[src/rtl/reg_write_ctrl.sv]
// -----------------------------------------------------------------------------
// reg_write_ctrl
//
// Upstream write controller for the register bank. Raw board pushbuttons are
// synchronised (two flops), debounced (DEB_CYCLES consecutive stable cycles),
// and edge-detected. The resulting one-cycle pulses drive a small FSM that
// issues clean single-cycle writes on addW/datW/RegWrite. A CLEAR sequence
// writes zero to every address of the bank.
//
// Ports:
//   clk       in   system clock, rising edge
//   rst       in   asynchronous active-low reset
//   btn_wr    in   raw write pushbutton (active high, asynchronous)
//   btn_clr   in   raw clear-all pushbutton (active high, asynchronous)
//   auto_inc  in   0: address from sw_addr, 1: address from internal pointer
//   sw_addr   in   switch address  [BIT_ADDR]
//   sw_data   in   switch data     [BIT_DATO]
//   addW      out  registered write address [BIT_ADDR]
//   datW      out  registered write data    [BIT_DATO]
//   RegWrite  out  registered write strobe
//   busy      out  high while CLEAR runs
//   ptr       out  next auto-increment address [BIT_ADDR]
//
// Latency from a clean raw rising edge to RegWrite=1 is DEB_CYCLES+4 edges:
// 2 synchroniser, DEB_CYCLES filter, 1 edge register, 1 output register.
// -----------------------------------------------------------------------------
module reg_write_ctrl #(
    parameter int BIT_ADDR   = 3,
    parameter int BIT_DATO   = 4,
    parameter int DEB_CYCLES = 250000
) (
    input  logic                clk,
    input  logic                rst,
    input  logic                btn_wr,
    input  logic                btn_clr,
    input  logic                auto_inc,
    input  logic [BIT_ADDR-1:0] sw_addr,
    input  logic [BIT_DATO-1:0] sw_data,
    output logic [BIT_ADDR-1:0] addW,
    output logic [BIT_DATO-1:0] datW,
    output logic                RegWrite,
    output logic                busy,
    output logic [BIT_ADDR-1:0] ptr
);

    localparam int CNT_W = (DEB_CYCLES > 1) ? $clog2(DEB_CYCLES + 1) : 1;
    localparam logic [CNT_W-1:0]    CNT_LAST  = CNT_W'(DEB_CYCLES - 1);
    localparam logic [CNT_W-1:0]    CNT_ONE   = CNT_W'(1);
    localparam logic [BIT_ADDR-1:0] ADDR_LAST = {BIT_ADDR{1'b1}};
    localparam logic [BIT_ADDR-1:0] ADDR_ONE  = BIT_ADDR'(1);

    // Button index 0 = write, 1 = clear.
    localparam int B_WR  = 0;
    localparam int B_CLR = 1;

    typedef enum logic [1:0] {
        ST_IDLE  = 2'd0,
        ST_WRITE = 2'd1,
        ST_CLEAR = 2'd2
    } state_t;

    logic [1:0]       sync1_q, sync2_q;
    logic [1:0]       stable_q, stable_d;
    logic [1:0]       stable_dly_q;
    logic [1:0]       edge_q, edge_d;
    logic [CNT_W-1:0] cnt_q [2];
    logic [CNT_W-1:0] cnt_d [2];

    state_t              state_q, state_d;
    logic [BIT_ADDR-1:0] addr_q, addr_d;
    logic [BIT_DATO-1:0] dat_q, dat_d;
    logic                regwrite_q, regwrite_d;
    logic                busy_q, busy_d;
    logic [BIT_ADDR-1:0] ptr_q, ptr_d;

    logic wr_pulse_s, clr_pulse_s;

    assign wr_pulse_s  = edge_q[B_WR];
    assign clr_pulse_s = edge_q[B_CLR];

    // Debounce filter and rising-edge detection for both buttons.
    always_comb begin
        for (int i = 0; i < 2; i++) begin
            stable_d[i] = stable_q[i];
            cnt_d[i]    = cnt_q[i];
            if (sync2_q[i] != stable_q[i]) begin
                // The DEB_CYCLES-th consecutive differing cycle flips the state.
                if (cnt_q[i] == CNT_LAST) begin
                    stable_d[i] = sync2_q[i];
                    cnt_d[i]    = '0;
                end else begin
                    cnt_d[i] = cnt_q[i] + CNT_ONE;
                end
            end else begin
                cnt_d[i] = '0;
            end
            // Compare against the delayed copy so the pulse lands one edge
            // after the stable value rises.
            edge_d[i] = stable_q[i] & ~stable_dly_q[i];
        end
    end

    // Input conditioning registers: synchronisers, filter state, edge pulses.
    always_ff @(posedge clk or negedge rst) begin
        if (!rst) begin
            sync1_q      <= 2'b00;
            sync2_q      <= 2'b00;
            stable_q     <= 2'b00;
            stable_dly_q <= 2'b00;
            edge_q       <= 2'b00;
            for (int i = 0; i < 2; i++) begin
                cnt_q[i] <= '0;
            end
        end else begin
            sync1_q      <= {btn_clr, btn_wr};
            sync2_q      <= sync1_q;
            stable_q     <= stable_d;
            stable_dly_q <= stable_q;
            edge_q       <= edge_d;
            for (int i = 0; i < 2; i++) begin
                cnt_q[i] <= cnt_d[i];
            end
        end
    end

    // Transaction FSM: next state and next registered outputs.
    always_comb begin
        state_d    = state_q;
        addr_d     = addr_q;
        dat_d      = dat_q;
        ptr_d      = ptr_q;
        regwrite_d = 1'b0;
        busy_d     = 1'b0;
        case (state_q)
            ST_IDLE: begin
                // Clear has priority; a simultaneous write pulse is dropped.
                if (clr_pulse_s) begin
                    state_d    = ST_CLEAR;
                    addr_d     = '0;
                    dat_d      = '0;
                    regwrite_d = 1'b1;
                    busy_d     = 1'b1;
                end else if (wr_pulse_s) begin
                    state_d    = ST_WRITE;
                    dat_d      = sw_data;
                    regwrite_d = 1'b1;
                    if (auto_inc) begin
                        addr_d = ptr_q;
                        ptr_d  = ptr_q + ADDR_ONE;
                    end else begin
                        addr_d = sw_addr;
                    end
                end else begin
                    state_d = ST_IDLE;
                end
            end
            ST_WRITE: begin
                // Strobe is a single cycle; pulses arriving now are discarded.
                state_d = ST_IDLE;
            end
            ST_CLEAR: begin
                // addr_q doubles as the clear index; datW stays at zero.
                if (addr_q == ADDR_LAST) begin
                    state_d = ST_IDLE;
                    ptr_d   = '0;
                end else begin
                    addr_d     = addr_q + ADDR_ONE;
                    regwrite_d = 1'b1;
                    busy_d     = 1'b1;
                end
            end
            default: begin
                state_d = ST_IDLE;
            end
        endcase
    end

    // FSM state and output registers.
    always_ff @(posedge clk or negedge rst) begin
        if (!rst) begin
            state_q    <= ST_IDLE;
            addr_q     <= '0;
            dat_q      <= '0;
            ptr_q      <= '0;
            regwrite_q <= 1'b0;
            busy_q     <= 1'b0;
        end else begin
            state_q    <= state_d;
            addr_q     <= addr_d;
            dat_q      <= dat_d;
            ptr_q      <= ptr_d;
            regwrite_q <= regwrite_d;
            busy_q     <= busy_d;
        end
    end

    assign addW     = addr_q;
    assign datW     = dat_q;
    assign RegWrite = regwrite_q;
    assign busy     = busy_q;
    assign ptr      = ptr_q;

endmodule

[config.mk]
export PLATFORM = sky130hd
export DESIGN_NAME = reg_write_ctrl
export DESIGN_NICKNAME = d
export VERILOG_FILES = /design/src/rtl/reg_write_ctrl.sv
export SDC_FILE = /design/constraint.sdc
export NUM_CORES = 1
export LEC_CHECK = 0
export CAP_MARGIN = 25
export CORE_MARGIN = 2
export CORE_UTILIZATION = 35
export CTS_CLUSTER_DIAMETER = 100
export DETAILED_ROUTE_END_ITERATION = 12
export PLACE_DENSITY = 0.51
export RECOVER_POWER = 25
export SLEW_MARGIN = 20
export SYNTH_ARGS = -nofsm -noshare
export SYNTH_HDL_FRONTEND = slang
export SYNTH_SLANG_ARGS = --single-unit
[constraint.sdc]
create_clock -name clk -period 5.5 [get_ports clk]
set_input_delay 1.65 -clock clk [delete_from_list [all_inputs] [get_ports clk]]
set_output_delay 1.65 -clock clk [all_outputs]
set_load 0.02 [all_outputs]
Word level (Yosys, flattened, before mapping)
Index checks and enable logic that the tools add are counted.
{ "word_totals": {"input_bits": 12, "mem_count": 0, "register_bits": 60, "romBits": 0, "ramBits": 0, "latchBits": 0} }
{ "op_classes": {"div": 0, "mux": 26, "n_eq_ne": 12, "bitwise": 4, "reduce_logical": 8, "shifts": 0, "n_mul": 0, "magnitude_cmp": 0, "add_sub_neg": 4} }
{ "op_table": {"columns": ["cell", "count"], "rows": [
  ["18-bit two-way mux", 4],
  ["18-bit by 1-bit adder with 18-bit output (second input constant)", 2],
  ["18-bit equality test (second input constant)", 2],
  ["3-bit two-way mux", 8],
  ["3-bit one-hot mux with 2 select lines", 2],
  ["2-bit inequality test (second input constant)", 5],
  ["4-bit two-way mux", 2],
  ["3-bit by 1-bit adder with 3-bit output (second input constant)", 2],
  ["2-bit AND reduction", 3],
  ["1-bit two-way mux", 5],
  ["5-bit AND reduction", 1],
  ["2-bit two-way mux", 2],
  ["1-bit one-hot mux with 2 select lines", 2],
  ["2-bit one-hot mux with 2 select lines", 1],
  ["2-bit nonzero test", 2],
  ["3-bit equality test (second input constant)", 1],
  ["3-bit inequality test (second input constant)", 1],
  ["3-bit AND reduction", 1],
  ["1-bit bitwise AND", 2],
  ["2-bit equality test (second input constant)", 1],
  ["2-bit zero test", 1],
  ["1-bit inequality test", 2],
  ["1-bit inverter", 2]
]} }

Longest topological paths before layout
Gate-level depths: netlist of run 1.
{ "depth": {"word_depth": 5, "depth_mapped": 7, "depth_no_buf": 7} }

Worst setup path before layout of run 1
OpenSTA, ideal clock, no wires.
{ "synth_path": {"path_type": "input to register", "from": "input auto_inc", "to": "register addr_q[2] (netlist: addW[2])", "stages": 4, "t_arrival_ns": 2.645, "required_time_ns": 5.375, "path_slack_ns": 2.731, "setup_time_ns": 0.125, "n_path_buf": 1, "cell_sequence": "clkbuf_1 -> mux2_2 -> a22o_1 -> mux2_2"} }
{ "synth_between": {"elab_chain_len": 4} }
{ "synth_lines": {"columns": ["element", "line", "rtl"], "rows": [
  ["start, declared", "36", "input logic auto_inc,"],
  ["3-bit two-way mux", "147", "if (auto_inc) begin"],
  ["3-bit two-way mux", "143", "end else if (wr_pulse_s) begin"],
  ["3-bit two-way mux", "137", "if (clr_pulse_s) begin"],
  ["3-bit one-hot mux with 2 select lines", "134", "case (state_q)"],
  ["end signal, assigned", "189", "addr_q <= addr_d;"],
  ["end, declared", "70", "logic [BIT_ADDR-1:0] addr_q, addr_d;"]
]} }
No other way between the ends. The select of a mux whose other input is x is not followed.
A chain may end at the register's enable or synchronous reset.

Final worst setup path of run 1
{ "layout_path": {"from": "register ptr_q[0] (netlist: ptr[0])", "to": "output ptr[0]"} }
{ "layout_lines": {"columns": ["element", "line", "rtl"], "rows": [
  ["start, declared", "74", "logic [BIT_ADDR-1:0] ptr_q, ptr_d;"],
  ["start signal, assigned", "191", "ptr_q <= ptr_d;"],
  ["end, declared", "43", "output logic [BIT_ADDR-1:0] ptr"]
]} }
No word-level cell between the ends.

==> results of run 1 <==
## cell families after synthesis
kind of cell,Yosys count
mux,8
simple gates,117
xor+xnor,31
compound gates,25
fa+ha+maj,5
buf+inv,13
flops,60
## path summary, 6_finish.rpt
kind                       cells past startpoint                    to  slack [ns]
max in group asynchronous                      2    cnt_q[3]$_DFF_PN0_        3.52
setup reg to reg                               5    cnt_q[3]$_DFF_PN0_        3.17
hold reg to reg                                0  sync2_q[1]$_DFF_PN0_        0.36
min in group asynchronous                      2    ptr[0]$_DFFE_PN0P_        1.45
hold / removal                                 0  sync2_q[1]$_DFF_PN0_        0.36
setup / recovery                               1                ptr[0]        2.46
## area by class of cell
type	instances	area (um^2)
multi-input cells	186	1240
clock inverters	5	36.3
repair buffers	25	240
well taps	102	128
flip-flops and latches	60	1500
inverters	7	26.3
fillers	724	4400
clock buffers	11	151
## routing by layer
metal / up-vias / global-route usage, %
met5: - / 0
met3: 8 / 2.82
met1: 984 / 19.2
li1: 986 / -
met4: 0 / 7.72
met2: 32 / 21.5
## through the flow
step / instances / setup slack, ns / utilization (%) / instance area, um^2 / power [mW]
floorplan: 259 / 2.73 / - / 2810 / 0.474
CTS: 396 / 2.44 / 43.1 / 3330 / 0.869
finish: 396 / 2.46 / 43.0 / 3320 / 0.854
global route: 396 / 2.39 / 43.0 / 3320 / 0.895
detailed placement: 380 / 2.27 / 40.7 / 3140 / 0.495
global placement: 380 / 2.29 / 40.7 / 3140 / 0.495
## power breakdown
part           internal, mW  switching [mW]  leakage (nW)
Clock                 0.188           0.181        0.0876
Combinational        0.0142          0.0190         0.486
Sequential            0.447         0.00566         0.823
## sequential cells by signal, summed over array words and instances (netlist names)
register      cells
busy              1
datW              4
state_q           2
ptr               3
stable_dly_q      2
sync2_q           2
addW              3
edge_q            2
RegWrite          1
sync1_q           2
cnt_q            36
stable_q          2
## layout by cell type (no fill, tap or decap), types with 2 or more instances in the layout
cell,n
a22o_1,6
xor2_1,12
nor4b_1,3
or4_4,2
clkdlybuf4s50_1,20
nor3_1,4
dfrtp_1,60
buf_4,2
nand3_1,13
inv_1,7
and4_1,4
ha_1,5
mux2_2,6
mux2i_1,2
or3_1,2
nor2_1,39
o21ai_0,8
dlygate4sd3_1,2
xnor2_1,19
and3_1,2
nor4_1,11
clkinvlp_4,3
nand2_1,10
clkbuf_8,11
nand4_1,14
nor2b_1,4
a21oi_1,6
nand2b_1,3
==> results by group, run 1 <==
Run status
  – Status: complete, no violations

Timing
  – Setup Skew: ~0.017 ns
  – Fin crit period: between 3 and 4 ns
  – Worst relative slew slack: approximately a tenth
  – Final hold slack: 0.356 ns
  – Fmax: 0.329 GHz
  – Fin crit share: a little under three fifths
  – Endpoints failing setup: 0
  – Slew @ Worst Pin: 1.32 ns
  – Final hold vios: 0
  – RSZ-0062 raised after global routing: false
  – Setup TNS: 0 ns
  – Max Slew Vio Count: 0

Floorplan
  – I/O Pins: 24
  – DIE HEIGHT: 93.5 um
  – Die width: 93.5 um
  – DIE AREA: 0.00875 mm^2
  – Core ar.: 0.00773 mm^2
  – Row count: 32
  – Initial Util: 36.3%

Worst setup path
  – Worst setup EP type: output pin
  – CP bufs+invs: 1
  – Critical Path RT: 3.85 ns
  – Slowest-stage cell, CP: clkdlybuf4s50_1
  – Critical Path Start: ptr[0]$_DFFE_PN0P_
  – Worst Path Max Fanout: 5
  – Crit path launch type: flop
  – Crit path DAT: 1.39 ns
  – CP top delay family: buffers and inverters
  – Worst path cell trace: clkdlybuf4s50_1
  – Reg2reg start: cnt_q[0]$_DFF_PN0_
  – Critical path class: reg -> out
  – Max stage delay on crit path: 0.63 ns

Detailed routing
  – Final ANT Viol Nets: 0
  – Routed length on met3: 128 um
  – Routed WL: 5.36 mm
  – Via-to-Cell Ratio: approximately 5
  – Met2 Wirelength: 2.47 mm
  – Remaining DRCs: 0
  – Top layer in use: met4
  – First-pass detailed-route iteration total: 4
  – 1st-iter DRT viols: ~120
  – Detailed-route via count: 2010
  – WL met1: 2.65 mm
  – Drt wl/cell: about 14 um

Synthesis
  – Netlist Area Pre-Place: around 0.0028 mm^2
  – Synth Area in XOR/XNOR: 9.68%
  – Synth area leaders: dfrtp_1, xnor2_1, nor2_1
  – Asr flop ratio synth: 100%
  – Syn Inst Count: 259
  – Cell taking the most area after synthesis: dfrtp_1
  – Largest family of logic cells by synthesized area: simple AND/OR/NAND/NOR gates
  – Post-synth EDFFs: 0
  – Seq cells post-synth: 60
  – Post-synth cell types: 39
  – Register area share after synthesis: 53.5%
  – Post-synthesis adder-cell area fraction: 2.23%
  – Synth cell count leaders: dfrtp_1, nor2_1, xnor2_1
  – Mux contribution to synthesized area: 3.12%
  – Top-area cell type share of the netlist area: 53.5%
  – Mapped Nets: 276
  – Post-Synth Simple-Gate Area: 22.7%
  – Synthesized area per cell: 10.8 um^2
  – Most common cell in the netlist: dfrtp_1
  – Post-synth top flop: dfrtp_1
  – YS warnings: 0
  – Synth Area in Compound Gates: under 10%

Power and ir drop
  – Max IR drop VDD: 0.126 mV
  – Leak: about 1.4 nW
  – Power Density: 257 mW/mm^2

Cells and area
  – Final #Nets: roughly 310
  – Share of cells above drive strength 1: 10.9%
  – Layout area overhead: 18.5%
  – Diodes inserted: 0

Placed design
  – HPWL after DPL: between 3 and 4 mm
  – Global placer's final weighted congestion: around 0.71
  – Port bufs: 23

Global routing
  – Largest net degree at the start of global routing: 61
  – First-pass GRT wire length: 9.78 mm
  – Vias in the first global route: between 2000 and 2500
  – Grt total ovfl: 0
  – Overall Global Routing Usage: 14.2%
  – Antenna violations before repair: 0

Worst hold path
  – Hold wc startpoint: sync1_q[1]$_DFF_PN0_
  – Worst hold path class: reg -> reg

Clock network
  – Clk root buf: clkbuf_8
  – CTS Buffer Depth: 2
  – H-tree depth: 3
  – Clock Sinks: 60
  – Num CTS Buffers: 9
  – CTS resizes: 0
  – Post-CTS setup buffer count: 0
  – Worst skew pair latency: about 0.34 ns
  – Cts hold-fix bufs: 0
  – CTS tree: built
  – Worst-path clk slew: 0.07 ns

Run
  – # Max-Cap Violations: 0
Note: power is estimated with default switching activity, not from simulation.
==> run 2, diff against run 1 <==
- PLACE_DENSITY: 0.51 -> 0.53
- clock period: 5.5 -> 2.5 ns (I/O delays scaled with it)
==> results by group, run 2 (synthesis gave the netlist of run 1 again) <==
Worst setup path
  – Worst path cell trace: clkdlybuf4s50_1
  – Critical path class: reg -> out
  – CP bufs+invs: 1 (unchanged)
  – Worst Path Max Fanout: 5 (unchanged)
  – Max stage delay on crit path: 0.63 ns (about the same)
  – Slowest-stage cell, CP: clkdlybuf4s50_1
  – Critical Path RT: 1.75 ns (-2.10 ns)
  – Crit path DAT: 1.38 ns (about the same)
  – Worst setup EP type: output pin
  – CP top delay family: buffers and inverters
  – Crit path launch type: flop

Cells and area
  – Post-route cell area: 0.00337 mm^2 (+1.5%)
  – Diodes inserted: 0 (unchanged)
  – Most common cell after layout, fill and taps aside: dfrtp_1
  – Largest Register: cnt_q
  – Fill cells: 753 (+4.0%)
  – Largest register FFs: 36 (unchanged)
  – Final #Nets: 311 (+1.6%)
  – Share of cells above drive strength 1: 11.4% (+0.49 points)
  – Most frequent cells in the layout: dfrtp_1, nor2_1, clkdlybuf4s50_1
  – Layout area overhead: 20.2%

Power and ir drop
  – Seq pwr share: 53.3% (+0.4 points)
  – Logic pwr share: 4.2% (+0.3 points)
  – Internal power: 1.46 mW (+130%)
  – Leak: 1.43 nW (+2.5%)
  – Power Density: 554 mW/mm^2 (+120%)
  – Net Sw Frac: 21.7% (-2.4 points)
  – P_sw: 0.405 mW (+97%)
  – Max IR drop VDD: 0.271 mV (+110%)
  – Clock power frac: 42.5% (-0.7 points)

Clock network
  – CTS resizes: 0 (unchanged)
  – Clk root buf: clkbuf_8
  – Worst-path clk slew: 0.06 ns (about the same)
  – Worst skew pair latency: 0.33 ns (about the same)
  – Num CTS Buffers: 9 (unchanged)
  – H-tree depth: 3 (unchanged)
  – Post-CTS setup buffer count: 0 (unchanged)
  – Clock Sinks: 60 (unchanged)
  – Cts hold-fix bufs: 0 (unchanged)
  – CTS tree: built
  – CTS Buffer Depth: 2 (unchanged)

Placed design
  – Port bufs: 23 (unchanged)
  – Placed instance area: 0.00319 mm^2 (+1.6%)
  – HPWL after DPL: 3.67 mm (+1.7%)
  – Global placer's final weighted congestion: 0.795 (+12%)

Timing
  – Max Slew Vio Count: 0 (unchanged)
  – Endpoints failing setup: 0 (unchanged)
  – Setup Skew: 0.00732 ns (-0.00954 ns)
  – Setup TNS: 0 ns (unchanged)
  – Final hold vios: 0 (unchanged)
  – RSZ-0062 raised after global routing: false
  – Fmax: 0.470 GHz
  – Slew @ Worst Pin: 1.41 ns (+0.0891 ns)
  – Worst relative slew slack: 5.86% (-4.7 points)
  – Fin crit share: 85.1%
  – Fin crit period: approximately 2.1 ns

Global routing
  – Overall Global Routing Usage: 13.4% (-0.81 points)
  – Antenna violations before repair: 0 (unchanged)
  – Largest net degree at the start of global routing: 36 (-41%)
  – First-pass GRT wire length: 9.09 mm (-7.1%)
  – Vias in the first global route: 1934 (-7.7%)
  – Grt total ovfl: 0 (unchanged)

Floorplan
  – Row count: 32 (unchanged)
  – Initial Util: 36.3% (unchanged)
  – DIE AREA: 0.00875 mm^2 (unchanged)
  – Core ar.: 0.00773 mm^2 (unchanged)
  – Die width: 93.5 um (unchanged)
  – DIE HEIGHT: 93.5 um (unchanged)
  – I/O Pins: 24 (unchanged)

Detailed routing
  – Routed WL: 5.23 mm (-2.4%)
  – Final ANT Viol Nets: 0 (unchanged)
  – Remaining DRCs: 0 (unchanged)
  – Drt wl/cell: 13.0 um (-3.6%)
  – First-pass detailed-route iteration total: 4 (unchanged)
  – Via-to-Cell Ratio: 4.90 (-3.4%)
  – Detailed-route via count: 1966 (-2.2%)
  – 1st-iter DRT viols: 38 (-68%)

Run
  – # Max-Cap Violations: 0 (unchanged)

Worst hold path
  – Worst hold path class: reg -> reg

Run status
  – Status: complete, no violations
-- run 2: cell type report --
class,count,area (um^2),share of cell area [%]
tap,102,128,3.78
inverter,7,26.3,0.779
multi-input combinational,186,1250,37.0
clock inverter,1,5.00,0.148
timing repair buffer,30,289,8.57
clock buffer,15,176,5.23
sequential,60,1500,44.5
-- run 2: path summary, 6_finish.rpt --
kind                                           start                   end  slack [ns]  cells after the start
worst min-delay path            sync1_q[1]$_DFF_PN0_  sync2_q[1]$_DFF_PN0_        0.35                      0
worst max-delay path              ptr[0]$_DFFE_PN0P_                ptr[0]        0.37                      1
min in group asynchronous                        rst    ptr[2]$_DFFE_PN0P_        0.73                      1
max in group asynchronous                        rst    cnt_q[2]$_DFF_PN0_        0.92                      2
worst min register to register  sync1_q[1]$_DFF_PN0_  sync2_q[1]$_DFF_PN0_        0.35                      0
worst max register to register   addW[0]$_DFFE_PN0P_   addW[1]$_DFFE_PN0P_        0.60                      7
-- run 2: layer usage --
metal,global-route usage [%],vias to the layer above,share of wire (%)
met2,20.0,38,44
met3,2.74,8,3.7
met1,17.9,931,50
met4,8.09,0,2.2
li1,-,989,-
met5,0,-,0
-- run 2: power groups by stage --
| stage | registers (mW) | clock network [mW] | logic (mW) |
|---|---|---|---|
| 4_1_cts | 0.994 | 0.830 | 0.0835 |
| 6_report | 0.995 | 0.793 | 0.0789 |
| 3_5_place_dp | 1.01 | 0 | 0.0833 |
| 3_3_place_gp | 1.01 | 0 | 0.0829 |
| 2_1_floorplan | 1.01 | 0 | 0.0309 |
| 5_1_grt | 0.996 | 0.884 | 0.0909 |
-- run 2: metrics by stage --
stage	setup slack (ns)	utilization [%]	hold WS, ns	total power [mW]	instances
2_1_floorplan	0.631	-	0.331	1.04	259
3_3_place_gp	0.337	41.3	0.332	1.09	385
3_5_place_dp	0.319	41.3	0.343	1.10	385
4_1_cts	0.354	43.7	0.358	1.91	401
5_1_grt	0.317	43.6	0.363	1.97	401
6_report	0.373	43.6	0.352	1.87	401
